<file path="src/rtl/uart_bus_master_if.sv">
// Bus bundle for uart_bus_master: RX buffer pop side, UART TX core side and
// the PicoRV32-native valid/ready initiator port.
interface uart_bus_master_if;
  logic        rx_empty;
  logic [7:0]  rx_data;
  logic        rx_rd_en;
  logic [7:0]  tx_data;
  logic        tx_valid;
  logic        tx_busy;
  logic        mem_valid;
  logic        mem_ready;
  logic [31:0] mem_addr;
  logic [31:0] mem_wdata;
  logic [3:0]  mem_wstrb;
  logic [31:0] mem_rdata;

  modport master (
    input  rx_empty, rx_data, tx_busy, mem_ready, mem_rdata,
    output rx_rd_en, tx_data, tx_valid, mem_valid, mem_addr, mem_wdata, mem_wstrb
  );

  modport slave (
    output rx_empty, rx_data, tx_busy, mem_ready, mem_rdata,
    input  rx_rd_en, tx_data, tx_valid, mem_valid, mem_addr, mem_wdata, mem_wstrb
  );
endinterface

</file>
<file path="src/rtl/uart_bus_master.sv">
// UART-driven bus initiator: parses W/R command bytes from the RX buffer,
// runs one 32-bit bus access, and returns the response through UART TX.
// Optional feature: define BUS_TIMEOUT_EN to abort bus accesses that see no
// mem_ready within TIMEOUT_CYCLES clocks (response 0x54).
module uart_bus_master #(
  parameter int unsigned TIMEOUT_CYCLES = 1024
) (
  input  logic               clk,
  input  logic               reset,
  uart_bus_master_if.master  bus,
  output logic               busy
);

  typedef enum logic [2:0] {S_IDLE, S_ADDR, S_DATA, S_BUS, S_RESP} state_t;
  typedef enum logic [1:0] {R_ACK, R_READ, R_BAD, R_TMO} resp_t;

  state_t      state_q, state_d;
  resp_t       resp_q, resp_d;
  logic [1:0]  idx_q, idx_d;
  logic [1:0]  byte_q, byte_d;
  logic        guard_q, guard_d;
  logic        is_wr_q, is_wr_d;
  logic [31:0] addr_q, addr_d;
  logic [31:0] data_q, data_d;
  logic [31:0] rdata_q, rdata_d;
  logic        mem_valid_q, mem_valid_d;
  logic [31:0] mem_addr_q, mem_addr_d;
  logic [31:0] mem_wdata_q, mem_wdata_d;
  logic [3:0]  mem_wstrb_q, mem_wstrb_d;

`ifdef BUS_TIMEOUT_EN
  localparam int unsigned TMO_W = (TIMEOUT_CYCLES > 1) ? $clog2(TIMEOUT_CYCLES) : 1;
  localparam logic [TMO_W-1:0] TMO_LAST = TMO_W'(TIMEOUT_CYCLES - 1);
  logic [TMO_W-1:0] tmo_q, tmo_d;
`endif

  logic       rx_pop;
  logic       tx_fire;
  logic [7:0] tx_byte;
  logic       resp_last;

  // State and datapath registers
  always_ff @(posedge clk or posedge reset) begin
    if (reset) begin
      state_q     <= S_IDLE;
      resp_q      <= R_ACK;
      idx_q       <= '0;
      byte_q      <= '0;
      guard_q     <= 1'b0;
      is_wr_q     <= 1'b0;
      addr_q      <= '0;
      data_q      <= '0;
      rdata_q     <= '0;
      mem_valid_q <= 1'b0;
      mem_addr_q  <= '0;
      mem_wdata_q <= '0;
      mem_wstrb_q <= '0;
`ifdef BUS_TIMEOUT_EN
      tmo_q       <= '0;
`endif
    end else begin
      state_q     <= state_d;
      resp_q      <= resp_d;
      idx_q       <= idx_d;
      byte_q      <= byte_d;
      guard_q     <= guard_d;
      is_wr_q     <= is_wr_d;
      addr_q      <= addr_d;
      data_q      <= data_d;
      rdata_q     <= rdata_d;
      mem_valid_q <= mem_valid_d;
      mem_addr_q  <= mem_addr_d;
      mem_wdata_q <= mem_wdata_d;
      mem_wstrb_q <= mem_wstrb_d;
`ifdef BUS_TIMEOUT_EN
      tmo_q       <= tmo_d;
`endif
    end
  end

  // Response byte selection for the current response kind / byte index
  always_comb begin
    tx_byte   = 8'h00;
    resp_last = 1'b1;
    case (resp_q)
      R_ACK:  tx_byte = 8'h4B;
      R_BAD:  tx_byte = 8'h3F;
      R_TMO:  tx_byte = 8'h54;
      R_READ: begin
        resp_last = (byte_q == 2'd3);
        case (byte_q)
          2'd0:    tx_byte = rdata_q[7:0];
          2'd1:    tx_byte = rdata_q[15:8];
          2'd2:    tx_byte = rdata_q[23:16];
          default: tx_byte = rdata_q[31:24];
        endcase
      end
      default: tx_byte = 8'h00;
    endcase
  end

  // Command parser, bus sequencing and response pacing
  always_comb begin
    state_d     = state_q;
    resp_d      = resp_q;
    idx_d       = idx_q;
    byte_d      = byte_q;
    guard_d     = guard_q;
    is_wr_d     = is_wr_q;
    addr_d      = addr_q;
    data_d      = data_q;
    rdata_d     = rdata_q;
    mem_valid_d = mem_valid_q;
    mem_addr_d  = mem_addr_q;
    mem_wdata_d = mem_wdata_q;
    mem_wstrb_d = mem_wstrb_q;
`ifdef BUS_TIMEOUT_EN
    tmo_d       = tmo_q;
`endif
    rx_pop      = 1'b0;
    tx_fire     = 1'b0;

    case (state_q)
      S_IDLE: begin
        idx_d   = '0;
        byte_d  = '0;
        guard_d = 1'b0;
`ifdef BUS_TIMEOUT_EN
        tmo_d   = '0;
`endif
        if (!bus.rx_empty) begin
          rx_pop = 1'b1;
          case (bus.rx_data)
            8'h57: begin is_wr_d = 1'b1; state_d = S_ADDR; end
            8'h52: begin is_wr_d = 1'b0; state_d = S_ADDR; end
            default: begin resp_d = R_BAD; state_d = S_RESP; end
          endcase
        end
      end

      S_ADDR: begin
        if (!bus.rx_empty) begin
          rx_pop = 1'b1;
          addr_d = {bus.rx_data, addr_q[31:8]};
          idx_d  = idx_q + 2'd1;
          if (idx_q == 2'd3) begin
            if (is_wr_q) begin
              state_d = S_DATA;
            end else begin
              // Launch the read straight from the final address byte so
              // mem_valid rises the next cycle; low address bits dropped.
              state_d     = S_BUS;
              mem_valid_d = 1'b1;
              mem_addr_d  = {bus.rx_data, addr_q[31:10], 2'b00};
              mem_wdata_d = '0;
              mem_wstrb_d = 4'h0;
            end
          end
        end
      end

      S_DATA: begin
        if (!bus.rx_empty) begin
          rx_pop = 1'b1;
          data_d = {bus.rx_data, data_q[31:8]};
          idx_d  = idx_q + 2'd1;
          if (idx_q == 2'd3) begin
            state_d     = S_BUS;
            mem_valid_d = 1'b1;
            mem_addr_d  = {addr_q[31:2], 2'b00};
            mem_wdata_d = {bus.rx_data, data_q[31:8]};
            mem_wstrb_d = 4'hF;
          end
        end
      end

      S_BUS: begin
        if (bus.mem_ready) begin
          mem_valid_d = 1'b0;
          mem_wstrb_d = 4'h0;
          rdata_d     = bus.mem_rdata;
          resp_d      = is_wr_q ? R_ACK : R_READ;
          byte_d      = '0;
          guard_d     = 1'b0;
          state_d     = S_RESP;
`ifdef BUS_TIMEOUT_EN
        end else if (tmo_q == TMO_LAST) begin
          mem_valid_d = 1'b0;
          mem_wstrb_d = 4'h0;
          resp_d      = R_TMO;
          byte_d      = '0;
          guard_d     = 1'b0;
          state_d     = S_RESP;
        end else begin
          tmo_d = tmo_q + 1'b1;
`endif
        end
      end

      S_RESP: begin
        if (guard_q) begin
          guard_d = 1'b0;
        end else if (!bus.tx_busy) begin
          tx_fire = 1'b1;
          if (resp_last) begin
            state_d = S_IDLE;
          end else begin
            byte_d  = byte_q + 2'd1;
            guard_d = 1'b1;
          end
        end
      end

      default: state_d = S_IDLE;
    endcase
  end

  assign bus.rx_rd_en  = rx_pop && !reset;
  assign bus.tx_valid  = tx_fire;
  assign bus.tx_data   = (state_q == S_RESP) ? tx_byte : 8'h00;
  assign bus.mem_valid = mem_valid_q;
  assign bus.mem_addr  = mem_addr_q;
  assign bus.mem_wdata = mem_wdata_q;
  assign bus.mem_wstrb = mem_wstrb_q;
  assign busy          = (state_q != S_IDLE);

endmodule

</file>
<file path="src/flat_wrapper.sv">
// flat-port wrapper written by rule: the top's interface ports become plain ports
module uart_bus_master_flat 
#(
  parameter int unsigned TIMEOUT_CYCLES = 1024
)
  (clk, reset, busy, bus_rx_empty, bus_rx_data, bus_tx_busy, bus_mem_ready, bus_mem_rdata, bus_rx_rd_en, bus_tx_data, bus_tx_valid, bus_mem_valid, bus_mem_addr, bus_mem_wdata, bus_mem_wstrb);
  uart_bus_master_if bus_i ();
  input  logic clk;
  input  logic reset;
  output logic busy;
  input wire logic [$bits(bus_i.rx_empty)-1:0] bus_rx_empty;
  input wire logic [$bits(bus_i.rx_data)-1:0] bus_rx_data;
  input wire logic [$bits(bus_i.tx_busy)-1:0] bus_tx_busy;
  input wire logic [$bits(bus_i.mem_ready)-1:0] bus_mem_ready;
  input wire logic [$bits(bus_i.mem_rdata)-1:0] bus_mem_rdata;
  output wire logic [$bits(bus_i.rx_rd_en)-1:0] bus_rx_rd_en;
  output wire logic [$bits(bus_i.tx_data)-1:0] bus_tx_data;
  output wire logic [$bits(bus_i.tx_valid)-1:0] bus_tx_valid;
  output wire logic [$bits(bus_i.mem_valid)-1:0] bus_mem_valid;
  output wire logic [$bits(bus_i.mem_addr)-1:0] bus_mem_addr;
  output wire logic [$bits(bus_i.mem_wdata)-1:0] bus_mem_wdata;
  output wire logic [$bits(bus_i.mem_wstrb)-1:0] bus_mem_wstrb;
  assign bus_i.rx_empty = bus_rx_empty;
  assign bus_i.rx_data = bus_rx_data;
  assign bus_i.tx_busy = bus_tx_busy;
  assign bus_i.mem_ready = bus_mem_ready;
  assign bus_i.mem_rdata = bus_mem_rdata;
  assign bus_rx_rd_en = bus_i.rx_rd_en;
  assign bus_tx_data = bus_i.tx_data;
  assign bus_tx_valid = bus_i.tx_valid;
  assign bus_mem_valid = bus_i.mem_valid;
  assign bus_mem_addr = bus_i.mem_addr;
  assign bus_mem_wdata = bus_i.mem_wdata;
  assign bus_mem_wstrb = bus_i.mem_wstrb;
  uart_bus_master #(.TIMEOUT_CYCLES(TIMEOUT_CYCLES)) u_core (.clk(clk), .reset(reset), .bus(bus_i), .busy(busy));
endmodule
</file>
<file path="config.mk">
export PLATFORM = sky130hd
export DESIGN_NAME = uart_bus_master_flat
export DESIGN_NICKNAME = d
export VERILOG_FILES = /design/src/rtl/uart_bus_master_if.sv /design/src/rtl/uart_bus_master.sv /design/src/flat_wrapper.sv
export SDC_FILE = /design/constraint.sdc
export NUM_CORES = 1
export LEC_CHECK = 0
export ABC_AREA = 0
export BUFFER_PORTS_ARGS = -buffer_cell sky130_fd_sc_hd__buf_2
export CAP_MARGIN = 20
export CORE_UTILIZATION = 29
export DETAILED_ROUTE_END_ITERATION = 6
export REMOVE_ABC_BUFFERS = 1
export SETUP_SLACK_MARGIN = 0.5
export SYNTH_ARGS = -nofsm -noshare
export SYNTH_HDL_FRONTEND = slang
export SYNTH_SLANG_ARGS = --single-unit
</file>
<file path="constraint.sdc">
create_clock -name clk -period 8.4 [get_ports clk]
set_input_delay 1.68 -clock clk [delete_from_list [all_inputs] [get_ports clk]]
set_output_delay 1.68 -clock clk [all_outputs]
set_load 0.01 [all_outputs]
</file>
==> results of run 1 <==
[metrics by stage]
| stage | instances | total power [mW] | util, % | hold WS, ns | worst slack (ns) |
|---|---|---|---|---|---|
| 2_1_floorplan | 554 | 0.953 | - | 0.470 | 1.23 |
| 3_3_place_gp | 1002 | 1.01 | 33.3 | 0.455 | 4.22 |
| 3_5_place_dp | 1002 | 1.01 | 33.3 | 0.465 | 4.20 |
| 4_1_cts | 1034 | 1.83 | 35.9 | 0.479 | 4.20 |
| 5_1_grt | 1035 | 1.88 | 36.0 | 0.502 | 4.11 |
| 6_report | 1035 | 1.80 | 36.0 | 0.472 | 4.20 |
[worst register-to-register path, stage by stage, from the launching register on]
cell and delay (ns):
sky130_fd_sc_hd__dfrtp_1 0.67, sky130_fd_sc_hd__nand2b_1 0.24, sky130_fd_sc_hd__nor2_4 0.12, sky130_fd_sc_hd__buf_4 0.70, sky130_fd_sc_hd__mux2i_1 0.32, sky130_fd_sc_hd__o21ai_0 0.12
[synthesized netlist by cell type, types with 3 or more instances]
cell type,number,area share (%)
sky130_fd_sc_hd__a21oi_1,19,1.4
sky130_fd_sc_hd__a221o_2,3,0.48
sky130_fd_sc_hd__a22oi_1,6,0.65
sky130_fd_sc_hd__buf_2,10,0.72
sky130_fd_sc_hd__buf_4,16,1.7
sky130_fd_sc_hd__clkbuf_1,18,0.97
sky130_fd_sc_hd__dfrtp_1,161,58
sky130_fd_sc_hd__ha_1,5,0.90
sky130_fd_sc_hd__inv_1,7,0.38
sky130_fd_sc_hd__mux2_2,85,14
sky130_fd_sc_hd__mux2i_1,30,4.3
sky130_fd_sc_hd__nand2_1,105,5.6
sky130_fd_sc_hd__nand2b_1,4,0.36
sky130_fd_sc_hd__nand3_1,4,0.29
sky130_fd_sc_hd__nor2_1,8,0.43
sky130_fd_sc_hd__nor2b_1,5,0.45
sky130_fd_sc_hd__nor3_1,4,0.29
sky130_fd_sc_hd__o21ai_0,60,4.3
sky130_fd_sc_hd__o21ai_1,9,0.65
[layout make-up]
cell class,instances,area (sq um)
fillers,2389,15100
multi-input cells,385,2710
inverters,8,35.0
repair buffers,130,691
clock inverters,13,173
clock buffers,19,443
well taps,319,399
flip-flops and latches,161,4030
[registers in the layout, indices dropped and copies added (netlist names)]
register	count
u_core.resp_q	2
u_core.bus.mem_wdata	32
u_core.state_q	3
u_core.bus.mem_wstrb	1
u_core.data_q	24
u_core.bus.mem_valid	1
u_core.is_wr_q	1
u_core.bus.mem_addr	30
u_core.rdata_q	32
u_core.guard_q	1
u_core.idx_q	2
u_core.addr_q	30
u_core.byte_q	2
[per-layer routing]
layer / vias to the layer above / track usage, %
met3: 19 / 3.17
li1: 2299 / -
met1: 2273 / 16.8
met5: - / 0
met4: 2 / 5.50
met2: 94 / 19.7
[cells by family (layout without fill, tap and decap cells)]
kind of cell,count (synthesis),in the layout,synth area share (%)
adder cells (fa/ha/maj),5,5,0.897
multiplexers,116,116,18.2
AO/OA/AOI/OAI,115,115,9.70
flip-flops,161,161,57.7
AND/OR/NAND/NOR,146,146,9.45
XOR/XNOR,1,1,0.126
buffers and inverters,52,170,3.84
other,1,2,0.0538
[worst paths after layout]
check / end / slack (ns) / cells after the start
max in group asynchronous: u_core.bus.mem_addr[27] / 5.94 / 3
setup reg to reg: u_core.bus.mem_addr[15] / 6.10 / 5
hold / removal: u_core.bus.mem_wdata[3] / 0.47 / 2
hold reg to reg: u_core.bus.mem_wdata[3] / 0.47 / 2
setup / recovery: bus_rx_rd_en / 4.20 / 5
min in group asynchronous: u_core.rdata_q[4] / 1.21 / 2
[where the power goes]
part	switching, mW	leakage, nW	internal [mW]	total, mW
Sequential	0.0413	2.19	0.823	0.864
Combinational	0.0651	1.53	0.0647	0.130
Clock	0.328	0.305	0.483	0.811
==> run metrics, run 1 <==
initial antenna violation count=1; standard cell with the maximum stage delay on the critical path=sky130_fd_sc_hd__nor2b_1; critical path launch point=bus_rx_empty; highest routed layer=met5; Post CTS Setup Buffer Count=0; total wirelength of the detailed-routed design=15.0 mm; global-route wire length before repair=23.8 mm; standard cell core area=between 20000 and 25000 sq um; largest net degree at the start of global routing=126; final setup vio count=0; Die Wd=157 microns; die footprint=around 25000 sq um; commonest non-fill, non-tap cells in the layout=sky130_fd_sc_hd__dfrtp_1, sky130_fd_sc_hd__buf_2, sky130_fd_sc_hd__nand2_1, sky130_fd_sc_hd__mux2_2, sky130_fd_sc_hd__o21ai_0; worst hold start=u_core.bus.mem_wdata[3]; TritonCTS clock tree=yes; largest clock skew in the final design=0.0118 ns; CP peak stage delay=0.22 ns; wire length on met2=7.14 mm; First DRT Iteration DRCs=around 280; cell class contributing the biggest share of worst-path delay=simple AND/OR/NAND/NOR gates; most frequent CP cell=sky130_fd_sc_hd__buf_2; most used flip-flop cell after synthesis=sky130_fd_sc_hd__dfrtp_1; most common library cell in the layout ignoring fill and taps=sky130_fd_sc_hd__dfrtp_1; RSZ-0062 raised after global routing=false; routed length on met3=508 microns; Syn Inst Count=597; leakage power summed over all cells=between 4 and 5 nW; critical path type=primary input to output pin; number of rows created at floorplan=56; part of the Yosys area used for sequential elements=57.7%; Yosys warning count=0; initial cell density of the core=29.6%; worst relative slew slack=36.3%; Num CTS Buffers=17; overall die height=157 microns; endpoint arrival time on the critical path=2.52 ns; placer's final routability congestion estimate=0.748; vias in the first global route=4486; highest achievable clock rate=0.238 GHz; CTS Root Cell=sky130_fd_sc_hd__clkbuf_16; flip-flop and latch count after synthesis=161; Post-synth EDFFs=0; total count of max-transition violations in the final report=0; Critical path buffers and inverters=2; Via Count=4687; number of buffers inserted for hold repair after clock tree synthesis=0; endpoint required time on the critical path=6.72 ns; routed wirelength normalized by instance count=14.5 microns; Slew @ Worst Pin=about 0.96 ns; reported max-cap violation count=0; number of port buffers=between 100 and 150; post-CTS resize count=0; number of buffers between clock root and the deepest sink=2; global route total overflow=0; largest voltage drop on the vdd net=0.0850 mV; ratio of total power to cell area=213 nW/um^2; H-Tree Depth=4; summed instance area of the synthesized netlist=6980 sq um; Top-Level Pins=around 130; total global-route track usage=12.7%; post-detailed-route via-to-cell ratio=4.53; count of nets after finishing=753; biggest fanout along the worst timing path=10; 1st-pass router iterations=4; worst skew pair latency=about 0.42 ns; clock input transition at the sequential cells of the worst setup and hold paths=around 0.06 ns; sum of negative setup slack=0 ns; mean post-synth cell area=between 10 and 15 sq um; Area Growth Syn to Fin=21.5%; post-route DRC violation count=0; Final ANT Viol Nets=0; async set-or-reset flop fraction in the synthesized netlist=100%; worst-path cell chain=buf_2, a21oi_1, nor2b_1, and2_1, buf_2; cell area after layout=8480 sq um; number of endpoints with negative hold slack in the final report=0; clk sink count=approximately 160; Post-Route M1 WL=between 6 and 7 mm; final critical delay including setup and external delays=4.20 ns; outcome=finished, final reports clean; path class of the lowest-slack min-delay path=flip-flop to flip-flop; layout cell share with drive strength beyond 1=36.3%; total cell area at the placement stage=7830 sq um; hpwl dp=roughly 9.7 mm; Worst setup EP type=output pin; period utilization=between 40% and 50%; launch point of the worst reg-to-reg path=u_core.state_q[1]; Cell variety after synth=50; number of antenna cells inserted=0; nature of the critical path startpoint=primary input
No activity file was read; power rests on OpenSTA's default activity.
==> run 2, diff against run 1 <==
--- a/config.mk
+++ b/config.mk
@@ -5,7 +5,7 @@
 export SDC_FILE = /design/constraint.sdc
 export NUM_CORES = 1
 export LEC_CHECK = 0
-export ABC_AREA = 0
+export ABC_AREA = 1
 export BUFFER_PORTS_ARGS = -buffer_cell sky130_fd_sc_hd__buf_2
 export CAP_MARGIN = 20
 export CORE_UTILIZATION = 29
==> constraint.sdc (replaced) <==
create_clock -name clk -period 4.2 [get_ports clk]
set_input_delay 0.84 -clock clk [delete_from_list [all_inputs] [get_ports clk]]
set_output_delay 0.84 -clock clk [all_outputs]
set_load 0.01 [all_outputs]
==> run 2 against run 1 <==
Sequential power up 89%. Register-to-register slack worse by 4.8 ns. Critical path depth increased by 1. Routed wire length up 7.6%. Synthesized cell count is 38% higher. Clock power up 84%. First-iteration DRC count grew 19%. Utilization fell by 0.33 points. Cell area fell by 0.34%. Largest power group unchanged.
==> run metrics, run 2 <==
outcome=finished, final reports clean (unchanged); Num CTS Buffers=17 (unchanged); Worst setup EP type=output pin (unchanged); reported max-cap violation count=0 (unchanged); number of port buffers=122 (unchanged); post-CTS resize count=0 (unchanged); Post-synth EDFFs=0 (unchanged); hpwl dp=10.7 mm (was 9.69 mm); TritonCTS clock tree=yes (unchanged); final-layout fill cell count=2508 (was 2389); highest achievable clock rate=0.342 GHz; count of nets after finishing=975 (was 753); switching power as a share of total power=29.3% (was 24.1%); period utilization=69.6%; Area Growth Syn to Fin=19.4% (was 21.5%); First DRT Iteration DRCs=334 (was 281); post-detailed-route via-to-cell ratio=4.42 (was 4.53); peak-usage layer in the global routing report=met2 (unchanged); Die Wd=158 microns (was 157 microns); 1st-pass router iterations=5 (was 4); die footprint=25000 sq um (was 24700 sq um); final setup vio count=0 (unchanged); largest net degree at the start of global routing=125 (was 126); Post CTS Setup Buffer Count=0 (unchanged); most used flip-flop cell after synthesis=sky130_fd_sc_hd__dfrtp_1 (unchanged); Top-Level Pins=125 (unchanged); H-Tree Depth=4 (unchanged); number of rows created at floorplan=56 (unchanged); total global-route track usage=13.5% (was 12.7%); largest clock skew in the final design=0.0105 ns (was 0.0118 ns); worst relative slew slack=35.6% (was 36.3%); number of endpoints with negative hold slack in the final report=0 (unchanged); share of the synthesized area in the top cell type=56.9% (was 57.7%); mean post-synth cell area=8.59 sq um (was 11.7 sq um); global route total overflow=0 (unchanged); total count of max-transition violations in the final report=0 (unchanged); share of total power in the clock network=41.7% (was 44.9%); part of the Yosys area used for sequential elements=56.9% (was 57.7%); number of antenna cells inserted=0 (unchanged); global-route track usage on met2=20.4% (was 19.7%); GR Layer Usage met1=18.7% (was 16.8%); RSZ-0062 raised after global routing=false (unchanged); Final ANT Viol Nets=0 (unchanged); combined area of the multi-input logic cells=2580 sq um (was 2710 sq um); total wirelength of the detailed-routed design=16.1 mm (was 15.0 mm); endpoint required time on the critical path=3.36 ns (was 6.72 ns); most numerous cell in the Yosys netlist=sky130_fd_sc_hd__nand2_1 (was sky130_fd_sc_hd__dfrtp_1); nature of the critical path startpoint=flip-flop (was primary input); layout cell share with drive strength beyond 1=19.5% (was 36.3%); ratio of total power to cell area=422 nW/um^2 (was 213 nW/um^2); post-route DRC violation count=0 (unchanged); final critical delay including setup and external delays=2.93 ns; Yosys top cell by area=sky130_fd_sc_hd__dfrtp_1 (unchanged); largest voltage drop on the vdd net=0.242 mV (was 0.0850 mV); total power=3.57 mW (was 1.80 mW); initial antenna violation count=0 (was 1); Global Route met3 Usage=3.37% (was 3.17%); initial cell density of the core=29.9% (was 29.6%); endpoint arrival time on the critical path=2.09 ns (was 2.52 ns); path class of the lowest-slack min-delay path=primary input to async pin (was flip-flop to flip-flop); sw power=1.04 mW (was 434 uW); summed instance area of the synthesized netlist=7080 sq um (was 6980 sq um); vias in the first global route=5170 (was 4486); biggest fanout along the worst timing path=6 (was 10); placer's final routability congestion estimate=0.814 (was 0.748); worst skew pair latency=0.42 ns (about the same); list of most frequent post-synthesis cells=sky130_fd_sc_hd__nand2_1, sky130_fd_sc_hd__dfrtp_1, sky130_fd_sc_hd__o21ai_0, sky130_fd_sc_hd__inv_1, sky130_fd_sc_hd__o21ai_1 (was sky130_fd_sc_hd__dfrtp_1, sky130_fd_sc_hd__nand2_1, sky130_fd_sc_hd__mux2_2, sky130_fd_sc_hd__o21ai_0, sky130_fd_sc_hd__mux2i_1); global-route wire length before repair=26.3 mm (was 23.8 mm); routed wirelength normalized by instance count=12.8 microns (was 14.5 microns); portion of total power attributed to sequential cells=45.8% (was 47.9%); number of buffers inserted for hold repair after clock tree synthesis=0 (unchanged); commonest non-fill, non-tap cells in the layout=sky130_fd_sc_hd__nand2_1, sky130_fd_sc_hd__dfrtp_1, sky130_fd_sc_hd__buf_2, sky130_fd_sc_hd__o21ai_0, sky130_fd_sc_hd__inv_1 (was sky130_fd_sc_hd__dfrtp_1, sky130_fd_sc_hd__buf_2, sky130_fd_sc_hd__nand2_1, sky130_fd_sc_hd__mux2_2, sky130_fd_sc_hd__o21ai_0); Slew @ Worst Pin=0.965 ns (was 0.955 ns); critical path type=flip-flop to output pin (was primary input to output pin); CTS Root Cell=sky130_fd_sc_hd__clkbuf_16 (unchanged); main area contributors after synthesis=sky130_fd_sc_hd__dfrtp_1, sky130_fd_sc_hd__nand2_1, sky130_fd_sc_hd__o21ai_0, sky130_fd_sc_hd__o21ai_1, sky130_fd_sc_hd__inv_1 (was sky130_fd_sc_hd__dfrtp_1, sky130_fd_sc_hd__mux2_2, sky130_fd_sc_hd__nand2_1, sky130_fd_sc_hd__mux2i_1, sky130_fd_sc_hd__o21ai_0); cell-internal power=2.53 mW (was 1.37 mW); Cell variety after synth=30 (was 50); standard cell core area=23700 sq um (was 23500 sq um); Yosys warning count=0 (unchanged); Via Count=5555 (was 4687); share of power burned in combinational logic=12.5% (was 7.2%); async set-or-reset flop fraction in the synthesized netlist=100% (unchanged); overall die height=158 microns (was 157 microns); clk sink count=161 (unchanged); register area=4030 sq um (unchanged); Syn Inst Count=824 (was 597); flip-flop and latch count after synthesis=161 (unchanged); leakage power summed over all cells=4.42 nW (was 4.03 nW); number of buffers between clock root and the deepest sink=2 (unchanged); clock input transition at the sequential cells of the worst setup and hold paths=0.07 ns (was 0.06 ns); final hold slack=0.408 ns (was 0.472 ns); most common library cell in the layout ignoring fill and taps=sky130_fd_sc_hd__nand2_1 (was sky130_fd_sc_hd__dfrtp_1)
## run 2: changes by cell type after synthesis, moves of 5 or more
| cell | change |
|---|---|
| sky130_fd_sc_hd__o21ai_0 | +29 |
| sky130_fd_sc_hd__buf_6 | +6 |
| sky130_fd_sc_hd__mux2i_1 | -30 |
| sky130_fd_sc_hd__nor2b_1 | -5 |
| sky130_fd_sc_hd__inv_1 | +44 |
| sky130_fd_sc_hd__a22oi_1 | -6 |
| sky130_fd_sc_hd__nand2_1 | +230 |
| sky130_fd_sc_hd__mux2_2 | -74 |
| sky130_fd_sc_hd__o21ai_1 | +38 |
| sky130_fd_sc_hd__buf_4 | -6 |
| sky130_fd_sc_hd__nand3_1 | +17 |
| sky130_fd_sc_hd__nor2_1 | +8 |
## run 2: logic make-up (layout without fill, tap and decap cells)
group / Yosys count / count (layout) / synth area share (%)
AO/OA/AOI/OAI: 158 / 158 / 11.5
adder cells (fa/ha/maj): 5 / 5 / 0.884
buffers and inverters: 101 / 214 / 6.65
flip-flops: 161 / 161 / 56.9
multiplexers: 16 / 16 / 2.55
other: 1 / 2 / 0.0530
AND/OR/NAND/NOR: 382 / 382 / 21.5
## run 2: power by group through the flow
| stage | clock network (mW) | registers, mW | logic, mW |
|---|---|---|---|
| 2_1_floorplan | 0 | 1.65 | 0.284 |
| 3_3_place_gp | 0 | 1.66 | 0.443 |
| 3_5_place_dp | 0 | 1.66 | 0.448 |
| 4_1_cts | 1.53 | 1.63 | 0.451 |
| 5_1_grt | 1.60 | 1.64 | 0.509 |
| 6_report | 1.49 | 1.63 | 0.445 |
## run 2: worst paths after layout
check,depth (start not counted),end,from,slack (ns)
max in group asynchronous,3,u_core.addr_q[23],reset,2.53
worst min register to register,2,u_core.bus.mem_valid,u_core.bus.mem_valid,0.48
worst max-delay path,6,bus_tx_data[1],u_core.state_q[0],1.27
worst max register to register,5,u_core.data_q[8],u_core.state_q[2],1.31
worst min-delay path,2,u_core.bus.mem_addr[5],reset,0.41
min in group clk,2,u_core.bus.mem_valid,u_core.bus.mem_valid,0.48
## run 2: stage by stage
step / instances / setup TNS (ns) / utilization (%) / setup slack (ns) / area, sq um
3_3_place_gp: 1224 / 0 / 33.2 / 1.33 / 7860
4_1_cts: 1256 / 0 / 35.6 / 1.24 / 8420
5_1_grt: 1257 / 0 / 35.7 / 1.01 / 8450
3_5_place_dp: 1224 / 0 / 33.2 / 1.25 / 7860
2_1_floorplan: 779 / -163.53 / - / -1.32 / 6820
6_report: 1257 / 0 / 35.7 / 1.27 / 8450
## run 2: area by class of cell
| cell class | instances | share of cell area, % |
|---|---|---|
| inverter | 55 | 2.50 |
| clock inverter | 13 | 1.36 |
| tap | 319 | 4.72 |
| clock buffer | 19 | 5.24 |
| multi-input combinational | 563 | 30.6 |
| timing repair buffer | 127 | 7.91 |
| sequential | 161 | 47.7 |
## run 2: worst max-delay path, stage by stage (launching register included)
cell	delay [ns]
sky130_fd_sc_hd__dfrtp_1	0.43
sky130_fd_sc_hd__nor2_1	0.24
sky130_fd_sc_hd__nand2_1	0.22
sky130_fd_sc_hd__inv_1	0.21
sky130_fd_sc_hd__o21ai_0	0.17
sky130_fd_sc_hd__a21oi_1	0.22
sky130_fd_sc_hd__buf_2	0.17
## run 2: metal layers
metal | up-vias | share of wire [%]
met1 | 2574 | 49
met4 | 0 | 1.3
met3 | 17 | 5.5
met5 | - | 0
li1 | 2827 | -
met2 | 137 | 44
